[config.mk]
export PLATFORM = sky130hd
export DESIGN_NAME = sm_result_display
export DESIGN_NICKNAME = d
export VERILOG_FILES = /design/src/rtl/sm_result_display.sv
export SDC_FILE = /design/constraint.sdc
export NUM_CORES = 1
export LEC_CHECK = 0
export ABC_AREA = 1
export BUFFER_PORTS_ARGS = -buffer_cell sky130_fd_sc_hd__buf_2
export CAP_MARGIN = 15
export CORE_UTILIZATION = 50
export CTS_CLUSTER_DIAMETER = 40
export DETAILED_ROUTE_END_ITERATION = 7
export PLACE_DENSITY = 0.69
export SLEW_MARGIN = 20
export SYNTH_ARGS = -nofsm -noshare
export SYNTH_HDL_FRONTEND = slang
export SYNTH_SLANG_ARGS = --single-unit
[constraint.sdc]
create_clock -name clk -period 5.8 [get_ports clk]
set_clock_uncertainty 0.2 [all_clocks]
set_input_delay 0.87 -clock clk [delete_from_list [all_inputs] [get_ports clk]]
set_output_delay 0.87 -clock clk [all_outputs]
set_load 0.03 [all_outputs]
[src/rtl/sm_result_display.sv]
// rtl/sm_result_display.sv - ALU result to 3-digit multiplexed 7-segment display via serial BCD conversion.
// Define SM_BLANK_LEAD_ZERO_EN to blank a zero tens digit.
module sm_result_display #(
  parameter int REFRESH_DIV = 50000
) (
  input  logic       clk,
  input  logic       rst_n,
  input  logic       load,
  input  logic [3:0] mag,
  input  logic       cout,
  input  logic       sign,
  output logic       busy,
  output logic       done,
  output logic [6:0] seg,
  output logic [2:0] an
);

  localparam int CW = (REFRESH_DIV > 2) ? $clog2(REFRESH_DIV) : 1;
  localparam logic [CW-1:0] CNT_LAST = CW'(REFRESH_DIV - 1);

  localparam logic [6:0] SEG_BLANK = 7'b1111111;
  localparam logic [6:0] SEG_MINUS = 7'b0111111;

  typedef enum logic [1:0] {
    IDLE = 2'd0,
    CONV = 2'd1,
    SHOW = 2'd2
  } state_t;

  state_t state, state_nxt;

  logic [2:0]    step;
  logic [12:0]   sr;
  logic [12:0]   sr_adj;
  logic [12:0]   sr_nxt;
  logic [3:0]    adj_t;
  logic [3:0]    adj_u;
  logic          neg_pend;
  logic          conv_last;
  logic          accept;

  logic          disp_valid;
  logic [3:0]    disp_tens;
  logic [3:0]    disp_units;
  logic          disp_neg;

  logic [CW-1:0] cnt;
  logic [1:0]    idx;
  logic          show;
  logic [6:0]    tens_seg;

  function automatic logic [6:0] enc(input logic [3:0] d);
    case (d)
      4'd0:    enc = 7'b1000000;
      4'd1:    enc = 7'b1111001;
      4'd2:    enc = 7'b0100100;
      4'd3:    enc = 7'b0110000;
      4'd4:    enc = 7'b0011001;
      4'd5:    enc = 7'b0010010;
      4'd6:    enc = 7'b0000010;
      4'd7:    enc = 7'b1111000;
      4'd8:    enc = 7'b0000000;
      4'd9:    enc = 7'b0010000;
      default: enc = SEG_BLANK;
    endcase
  endfunction

  assign conv_last = (state == CONV) && (step == 3'd4);
  assign accept    = load && (state != CONV);

  // sr = {tens, units, remaining binary}; add-3 correction precedes each shift.
  always_comb begin
    adj_t  = (sr[12:9] >= 4'd5) ? sr[12:9] + 4'd3 : sr[12:9];
    adj_u  = (sr[8:5]  >= 4'd5) ? sr[8:5]  + 4'd3 : sr[8:5];
    sr_adj = {adj_t, adj_u, sr[4:0]};
    sr_nxt = sr_adj << 1;
  end

  always_ff @(posedge clk) begin
    if (!rst_n) state <= IDLE;
    else        state <= state_nxt;
  end

  always_comb begin
    state_nxt = state;
    busy      = 1'b0;
    case (state)
      IDLE: if (load) state_nxt = CONV;
      CONV: begin
        busy = 1'b1;
        if (step == 3'd4) state_nxt = SHOW;
      end
      SHOW: if (load) state_nxt = CONV;
      default: state_nxt = IDLE;
    endcase
  end

  always_ff @(posedge clk) begin
    if (!rst_n) begin
      step       <= 3'd0;
      sr         <= 13'd0;
      neg_pend   <= 1'b0;
      done       <= 1'b0;
      disp_valid <= 1'b0;
      disp_tens  <= 4'd0;
      disp_units <= 4'd0;
      disp_neg   <= 1'b0;
    end else begin
      done <= conv_last;
      if (accept) begin
        sr       <= {8'd0, cout, mag};
        step     <= 3'd0;
        neg_pend <= sign && ({cout, mag} != 5'd0);
      end else if (state == CONV) begin
        sr   <= sr_nxt;
        step <= step + 3'd1;
        if (conv_last) begin
          disp_valid <= 1'b1;
          disp_tens  <= sr_nxt[12:9];
          disp_units <= sr_nxt[8:5];
          disp_neg   <= neg_pend;
        end
      end
    end
  end

  // Free-running scan, never realigned by load.
  always_ff @(posedge clk) begin
    if (!rst_n) begin
      cnt <= '0;
      idx <= 2'd0;
    end else if (cnt == CNT_LAST) begin
      cnt <= '0;
      idx <= (idx == 2'd2) ? 2'd0 : idx + 2'd1;
    end else begin
      cnt <= cnt + 1'b1;
    end
  end

  always_comb begin
`ifdef SM_BLANK_LEAD_ZERO_EN
    tens_seg = (disp_tens == 4'd0) ? SEG_BLANK : enc(disp_tens);
`else
    tens_seg = enc(disp_tens);
`endif
  end

  assign show = (state != IDLE) && disp_valid;

  always_comb begin
    an  = 3'b111;
    seg = SEG_BLANK;
    if (show) begin
      case (idx)
        2'd0: begin
          an  = 3'b110;
          seg = enc(disp_units);
        end
        2'd1: begin
          an  = 3'b101;
          seg = tens_seg;
        end
        2'd2: begin
          an  = 3'b011;
          seg = disp_neg ? SEG_MINUS : SEG_BLANK;
        end
        default: begin
          an  = 3'b111;
          seg = SEG_BLANK;
        end
      endcase
    end
  end

endmodule

==> impl_metrics.toml, run 1 <==
[layout]
diodes = 0
drive_gt1_share_pct = 12.0
synthToLayoutAreaGrowth_pct = 10.5
fin_nets = 474

[synthesis]
synthCells = 422
synth_edf_count = 0
ys.flop_type = "dfxtp_1"
ys_seq_elements = 62
synthMuxAreaShare_pct = 0
avgSynthCellArea_sq_um = 7.31
synth_compound_area_share_pct = 10.3
synth_top_area_share_pct = 40.3
synth.most_common_cell = "nand2_1"
synthesis.area_sq_um = 3080
synth_fp_nets = 448
synthSimpleGateAreaFrac_pct = 31.9
yosys.area.top_type = "dfxtp_1"
ys_async_sr_fraction_pct = 0
ys_types = 34
ys_warn_count = 0
synth_common_cells = "nand2_1, inv_1, dfxtp_1, nand3_1, nor2_1"
ys_seq_area_share_pct = 40.3
synth_top_family_by_area = "simple AND/OR/NAND/NOR gates"
yosys.area_share.adder_pct = 6.90
synthTopCellsByArea = "dfxtp_1, nand2_1, inv_1"
synth_xor_area_share_pct = 0.852

[critical_path]
cp-end-kind = "output pin"
setup.worst_path.start_class = "register"
reg2reg_depth = 9
critPathKind = "reg2out"
rr_startpoint = "state[0]"
crit_required_ps = 4730
worstPathArrival_ps = 1830
path_max_fanout = 7
rrSetupSlack_ps = 3420

[die]
io_pins = 21
die_h_um = 80.5
num_rows = 28
die_x_um = 80.5
initial_core_util_pct = 52.1
core_sq_um = 5920
dieArea_sq_um = 6480

[global_routing]
antenna_found_initial = 0
grt_pass1_vias = 2467
grt_overflow_total = 0
grt_pass1_wl_um = 10500
grt_max_degree = 24
grt.total_usage_pct = 21.2

[routing]
vias_per_cell = 5.11
drc = 0
dr.pass1.iters = 4
drtIter0Drc = 83
wire_per_inst_um = 11.5
num_vias = 2687
wirelength_um = 6070
ant_nets = 0

[power_and_ir_drop]
power.leakage_nw = 1.59
p_total_uw = 808
peakVddDrop_v = 0.000130
pwr_density_cell_nw_per_um2 = 237

[timing]
rsz0062_at_grt = "no"
fin_tns_setup_ps = 0
whs_ps = 267
fmax_ghz = 0.345
worst_slew_pin_slew_ps = 544
finalWorstPathRequiredPeriod_ps = 2900
slew-limit-headroom_pct = 63.6
finalHoldViolCount = 0
slew_violations = 0
setup_violations = 0
finalCritPeriodShare_pct = 50.0

[hold_path]
whs_path_depth = 2
whs_endpoint = "disp_valid"
min_from = "disp_valid"
worst_hold_path_type = "reg2reg"

[run]
max_cap_viol_count = 0

[clocking]
path_clk_slew_ps = 60
htreeDepth = 3
ctsHoldBuffers = 0
ctsResizeCount = 0
worst_skew_pair.late_latency_ps = 340
postCtsSetupBuffers = 0
clkSinkCount = 62
tritoncts = "yes"
clk_path_buf_depth = 2
cts_root_buf = "clkbuf_8"
cts_buffers = 9

[placement]
place.gp.congestion = 0.886
io_buffers = 20
dp_hpwl_um = 4490

[status]
outcome = "finished clean"
## placed cells by master (no fill, tap or decap), types with 2 or more instances in the layout
cell,synthesis,layout
ha_1,17,17
o21ai_0,13,13
nor2_1,25,25
clkbuf_1,0,2
o22ai_1,6,6
nand3b_1,5,5
clkbuf_8,0,10
xor2_1,2,2
o221ai_1,3,3
o21ai_4,2,2
nand3_1,38,38
a21oi_1,20,20
nor3_1,7,7
inv_2,5,5
inv_1,68,68
dfxtp_1,62,62
nand2_4,3,3
clkinv_2,0,2
nand2_1,108,108
buf_2,3,20
o211ai_1,5,5
nand2_2,6,6
nand4_1,10,10
## kinds of logic (layout without fill, tap and decap cells)
group / Yosys count / after routing
AND/OR/NAND/NOR: 210 / 210
buffers and inverters: 78 / 107
flip-flops: 62 / 62
AO/OA/AOI/OAI: 52 / 52
adder cells (fa/ha/maj): 17 / 17
XOR/XNOR: 3 / 3
## report_power, final
group          internal [mW]  switching, mW  total (mW)  leakage [nW]
logic                 0.0163         0.0348      0.0510          1.00
clock network          0.161          0.155       0.316        0.0821
registers              0.434        0.00666       0.441         0.502
## worst max path at each step
| stage | startpoint | end | slack, ps | cells after the start |
|---|---|---|---|---|
| floorplan | state[0] | seg[0] | 3340 | 5 |
| global placement | rst_n | tens_seg[3] | 3320 | 9 |
| detailed placement | rst_n | register | 3250 | 9 |
| CTS | state[0] | seg[4] | 2880 | 6 |
| global route | state[1] | seg[4] | 2770 | 6 |
| finish | state[0] | seg[4] | 2900 | 6 |
## stage by stage
step                      worst slack, ps  std cells  instance area (sq um)  utilization (%)
after CTS                            2880        526                   3410             57.5
after global placement               3320        512                   3250             54.9
after global routing                 2770        526                   3410             57.5
after floorplan                      3340        422                   3080                -
after detailed placement             3250        512                   3250             54.9
final                                2900        526                   3410             57.5
## metal layers
| layer | vias to the layer above | part of all wire, % | global-route usage, % |
|---|---|---|---|
| met4 | 0 | 2.1 | 9.46 |
| met1 | 1237 | 49 | 26.5 |
| met2 | 33 | 46 | 34.2 |
| li1 | 1404 | - | - |
| met5 | - | 0 | 0 |
| met3 | 13 | 3.1 | 5.11 |
## cell type report
class	count	area [sq um]
Fill cell	586	2510
Multi-Input combinational cell	282	1540
Sequential cell	62	1240
Inverter	73	274
Clock buffer	12	145
Timing Repair Buffer	20	100
Tap cell	75	93.8
Clock inverter	2	10.0
## worst max-delay path, stage by stage, from the launching register on
cell,delay (ps)
dfxtp_1,410
inv_2,80
a21oi_1,280
nand2_1,250
o22ai_1,220
inv_1,70
buf_2,180
Note: power is estimated with default switching activity, not from simulation.
==> inputs of run 2 (changes only) <==
==> constraint.sdc (replaced) <==
create_clock -name clk -period 2.7 [get_ports clk]
set_clock_uncertainty 0.2 [all_clocks]
set_input_delay 0.405 -clock clk [delete_from_list [all_inputs] [get_ports clk]]
set_output_delay 0.405 -clock clk [all_outputs]
set_load 0.03 [all_outputs]
==> run 2 against run 1 <==
Compared with the run above:
- final cell count increased by 0.57%
- sequential cell count unchanged
- hold slack got worse by 150 ps
- setup slack got worse by 2600 ps
- critical endpoint unchanged
==> impl_metrics.toml, run 2 (synthesis results as in run 1) <==
[timing]
fmax_ghz = 0.409
slew-limit-headroom_pct = 61.9
fin_tns_setup_ps = 0
whs_ps = 117
worst_slew_pin_slew_ps = 570
slew_violations = 0
finalWorstPathRequiredPeriod_ps = 2440
setup_violations = 0
finalHoldViolCount = 0
finalCritPeriodShare_pct = 90.5
rsz0062_at_grt = "no"
fin_ws_ps = 257

[layout]
nFillCells = 547
final_common_cell = "nand2_1"
layout_common_cells = "nand2_1, inv_1, dfxtp_1, nand3_1, nor2_1"
synthToLayoutAreaGrowth_pct = 12.7
fin_nets = 475
final_util_pct = 58.7
drive_gt1_share_pct = 12.6
diodes = 0

[power_and_ir_drop]
p_clk_share_pct = 45.6
pwr-share-seq_pct = 48.6
switchingPower_uw = 436
netSwitchingFraction_pct = 22.4
p_total_mw = 1.95
power.leakage_nw = 1.62
intPower_mw = 1.51
p_comb_share_pct = 5.8
pwr_density_cell_nw_per_um2 = 561
peakVddDrop_v = 0.000310

[routing]
num_vias = 2654
drc = 0
ant_nets = 0
drtIter0Drc = 163
dr.pass1.iters = 4
vias_per_cell = 5.02
wirelength_um = 6150
wire_per_inst_um = 11.6

[global_routing]
grt.total_usage_pct = 21.2
grt_pass1_wl_um = 10600
grt_max_degree = 23
grt_pass1_vias = 2486
grt_overflow_total = 0
antenna_found_initial = 0

[clocking]
ctsResizeCount = 0
cts_root_buf = "clkbuf_8"
clk_path_buf_depth = 2
tritoncts = "yes"
htreeDepth = 3
postCtsSetupBuffers = 0
clkSinkCount = 62
path_clk_slew_ps = 70
ctsHoldBuffers = 0
worst_skew_pair.late_latency_ps = 330
cts_buffers = 9

[critical_path]
crit_chain = "inv_2 -> a21oi_1 -> nand2_1 -> o22ai_1 -> inv_1 -> buf_2"
worst_path_max_delay_cell = "dfxtp_1"
setup.worst_path.start_class = "register"
crit_required_ps = 2100
critPathKind = "reg2out"
rr_startpoint = "sr[5]"
cp.buffers_inverters = 3
path_delay_family = "compound AO/OA/AOI/OAI gates"
max_stage_delay_ps = 410
path_max_fanout = 7
crit_start = "state[0]"
cp-end-kind = "output pin"
worstPathArrival_ps = 1840

[placement]
place.gp.congestion = 0.873
place_ws_ps = 431
io_buffers = 20
dp_hpwl_um = 4640

[die]
core_sq_um = 5920
die_h_um = 80.5
dieArea_sq_um = 6480
io_pins = 21
die_x_um = 80.5
num_rows = 28
initial_core_util_pct = 52.1

[status]
outcome = "finished clean"

[hold_path]
worst_hold_path_type = "in2reg"
min_from = "load"

[run]
max_cap_viol_count = 0
run 2: changes by cell type in the layout (fill, tap and decap cells not counted):
cell	change
bufinv_16	+2
buf_4	+1
run 2: path summary, 6_finish.rpt:
path | endpoint | slack [ps] | cells after the start
min | state[1] | 120 | 2
max | seg[4] | 260 | 6
min reg2reg | disp_valid | 260 | 2
max reg2reg | register | 390 | 12
run 2: through the flow:
step,cells,instance area (sq um)
finish,529,3470
global route,529,3470
CTS,529,3470
detailed placement,513,3260
global placement,513,3260
floorplan,422,3080
run 2: layer usage:
| metal | track usage [%] | vias up | wire, um |
|---|---|---|---|
| met3 | 5.91 | 10 | 229 |
| met1 | 25.7 | 1196 | 2930 |
| met2 | 34.5 | 41 | 2920 |
| met4 | 9.64 | 0 | 80 |
| li1 | - | 1407 | - |
| met5 | 0 | - | 0 |
run 2: area by class of cell:
type	count	area [sq um]	share of cell area, %
timing repair buffer	21	108	3.10
clock inverter	4	70.1	2.02
tap	75	93.8	2.70
inverter	73	274	7.89
multi-input combinational	282	1540	44.4
clock buffer	12	145	4.18
sequential	62	1240	35.7
run 2: power by group through the flow:
stage / Sequential (mW) / Combinational [mW] / Clock [mW]
2_1_floorplan: 0.964 / 0.0860 / 0
3_3_place_gp: 0.967 / 0.111 / 0
3_5_place_dp: 0.968 / 0.115 / 0
4_1_cts: 0.947 / 0.115 / 0.913
5_1_grt: 0.950 / 0.130 / 0.952
6_report: 0.947 / 0.114 / 0.888
==> inputs of run 3 (changes only) <==
--- a/config.mk
+++ b/config.mk
@@ -5,7 +5,6 @@
 export SDC_FILE = /design/constraint.sdc
 export NUM_CORES = 1
 export LEC_CHECK = 0
-export ABC_AREA = 1
 export BUFFER_PORTS_ARGS = -buffer_cell sky130_fd_sc_hd__buf_2
 export CAP_MARGIN = 15
 export CORE_UTILIZATION = 50
==> run 3 against run 2 <==
Compared with the run above:
- final cell count is 8.5% lower
- register-to-register slack worse by 290 ps
- global-route usage shrank 0.52 points
- largest power group unchanged
==> impl_metrics.toml, run 3 <==
[die]
dieArea_sq_um = 6790
num_rows = 28
core_sq_um = 6060
die_x_um = 82.4
io_pins = 21
die_h_um = 82.4
initial_core_util_pct = 53.3

[clocking]
clk_path_buf_depth = 2
clkSinkCount = 62
worst_skew_pair.late_latency_ps = 320
path_clk_slew_ps = 70
cts_buffers = 9
ctsHoldBuffers = 0
htreeDepth = 3
cts_root_buf = "clkbuf_8"
tritoncts = "yes"

[layout]
nFillCells = 538
layout_common_cells = "dfxtp_1, nand2_1, nor2_1, a21oi_1, buf_2"
drive_gt1_share_pct = 17.4
diodes = 0
final_common_cell = "dfxtp_1"
fin_nets = 431
synthToLayoutAreaGrowth_pct = 13.9

[synthesis]
synthTopCellsByArea = "dfxtp_1, ha_1, nand2_1"
synth_fp_nets = 401
synth_top_area_share_pct = 38.4
synth.most_common_cell = "dfxtp_1"
ys_seq_area_share_pct = 38.4
synthCells = 375
ys.flop_type = "dfxtp_1"
ys_warn_count = 0
yosys.area.top_type = "dfxtp_1"
synthesis.area_sq_um = 3230
ys_types = 64
synth_common_cells = "dfxtp_1, nand2_1, nor2_1, a21oi_1, o21ai_0"
synth_edf_count = 0
ys_async_sr_fraction_pct = 0
avgSynthCellArea_sq_um = 8.62
ys_seq_elements = 62

[routing]
drc = 0
drtIter0Drc = 161
highest_layer = "met4"
wire_per_inst_um = 13.2
wirelength_um = 6400
ant_nets = 0
wl_met1_um = 3320
vias_per_cell = 5.44
num_vias = 2635
dr.pass1.iters = 4
routed-wl-met3_um = 210
wl_met2_um = 2780

[timing]
worst_slew_pin_slew_ps = 618
finalHoldViolCount = 0
rsz0062_at_grt = "yes"
fmax_ghz = 0.385
whs_ps = 170
fin_tns_setup_ps = 0
finalWorstPathRequiredPeriod_ps = 2600
slew_violations = 0
setup_violations = 0
fin_ws_ps = 105
slew-limit-headroom_pct = 58.7
finalCritPeriodShare_pct = 96.1

[power_and_ir_drop]
netSwitchingFraction_pct = 21.8
switchingPower_uw = 414
intPower_mw = 1.48
power.leakage_nw = 1.43
peakVddDrop_v = 0.000331
p_comb_share_pct = 5.3
pwr_density_cell_nw_per_um2 = 515
pwr-share-seq_pct = 49.8
p_total_mw = 1.90
p_clk_share_pct = 44.9

[global_routing]
grt_pass1_vias = 2320
grt.total_usage_pct = 20.7
grt_pass1_wl_um = 10700
antenna_found_initial = 0
grt_overflow_total = 0
grt_max_degree = 27

[critical_path]
crit_required_ps = 2720
critPathKind = "reg2reg"
path_max_fanout = 5
setup.worst_path.start_class = "register"
max_stage_delay_ps = 400
crit_chain = "inv_1 -> ha_1 -> nor2b_2 -> o21ai_0 -> o31ai_1 -> and2_1 -> ha_1 -> a21oi_1 -> o31ai_1 -> a21oi_1 -> o21ba_2"
worst_path_max_delay_cell = "dfxtp_1"
worstPathArrival_ps = 2610
cp-end-kind = "register"

[hold_path]
worst_hold_path_type = "in2reg"

[placement]
place_ws_ps = 110
dp_hpwl_um = 4620
place.gp.congestion = 0.825
io_buffers = 20

[run]
max_cap_viol_count = 0

[status]
outcome = "finished clean"
## run 3: through the flow
| stage | std cells | area (sq um) | util, % |
|---|---|---|---|
| 2_1_floorplan | 375 | 3230 | - |
| 3_3_place_gp | 469 | 3460 | 57.2 |
| 3_5_place_dp | 469 | 3460 | 57.2 |
| 4_1_cts | 484 | 3670 | 60.5 |
| 5_1_grt | 484 | 3680 | 60.7 |
| 6_report | 484 | 3680 | 60.7 |
## run 3: cell families after synthesis
family	Yosys count	synth area share (%)
mux	8	2.52
fa+ha+maj	17	6.58
compound gates	91	21.1
xor+xnor	17	4.61
flops	62	38.4
simple gates	148	22.8
buf+inv	32	4.06
## run 3: final cells by class
| type | count | area, sq um | area share (%) |
|---|---|---|---|
| inverters | 17 | 63.8 | 1.73 |
| clock inverters | 4 | 72.6 | 1.97 |
| multi-input cells | 281 | 1870 | 50.9 |
| well taps | 75 | 93.8 | 2.55 |
| repair buffers | 34 | 205 | 5.57 |
| clock buffers | 11 | 131 | 3.57 |
| flip-flops and latches | 62 | 1240 | 33.7 |
## run 3: path summary, 6_finish.rpt
| check | cells past startpoint | end | slack [ps] | start |
|---|---|---|---|---|
| setup / recovery | 11 | register | 100 | sr[6] |
| hold / removal | 3 | sr[0] | 170 | mag[0] |
| setup reg to reg | 11 | register | 100 | sr[6] |
| hold reg to reg | 1 | cnt[0] | 270 | cnt[0] |
## run 3: critical path: cells and delay by family, from the launching register on
family	cells	cell delay (ps)
AOI/OAI and AO/OA	6	990
adders and majority gates	2	430
buffers and inverters	1	90
DFF	1	400
and+or+nand+nor	2	380
## run 3: metal layers
layer | track usage [%] | vias up
met5 | 0 | -
met4 | 8.95 | 0
met3 | 3.30 | 7
met2 | 31.7 | 48
met1 | 28.6 | 1204
li1 | - | 1376
## run 3: timing repair
action / 4_1_cts / 5_1_grt
gates resized for setup: 0 / 4
endpoints found under the setup margin: 0 / 8
hold endpoints to repair: 0 / 0
setup buffers: 0 / 0
## run 3: power groups by stage
stage / clock [mW] / combinational, mW / sequential (mW)
floorplan: 0 / 0.0749 / 0.961
global placement: 0 / 0.0987 / 0.965
detailed placement: 0 / 0.100 / 0.966
CTS: 0.866 / 0.101 / 0.945
global route: 0.905 / 0.115 / 0.947
finish: 0.852 / 0.101 / 0.945
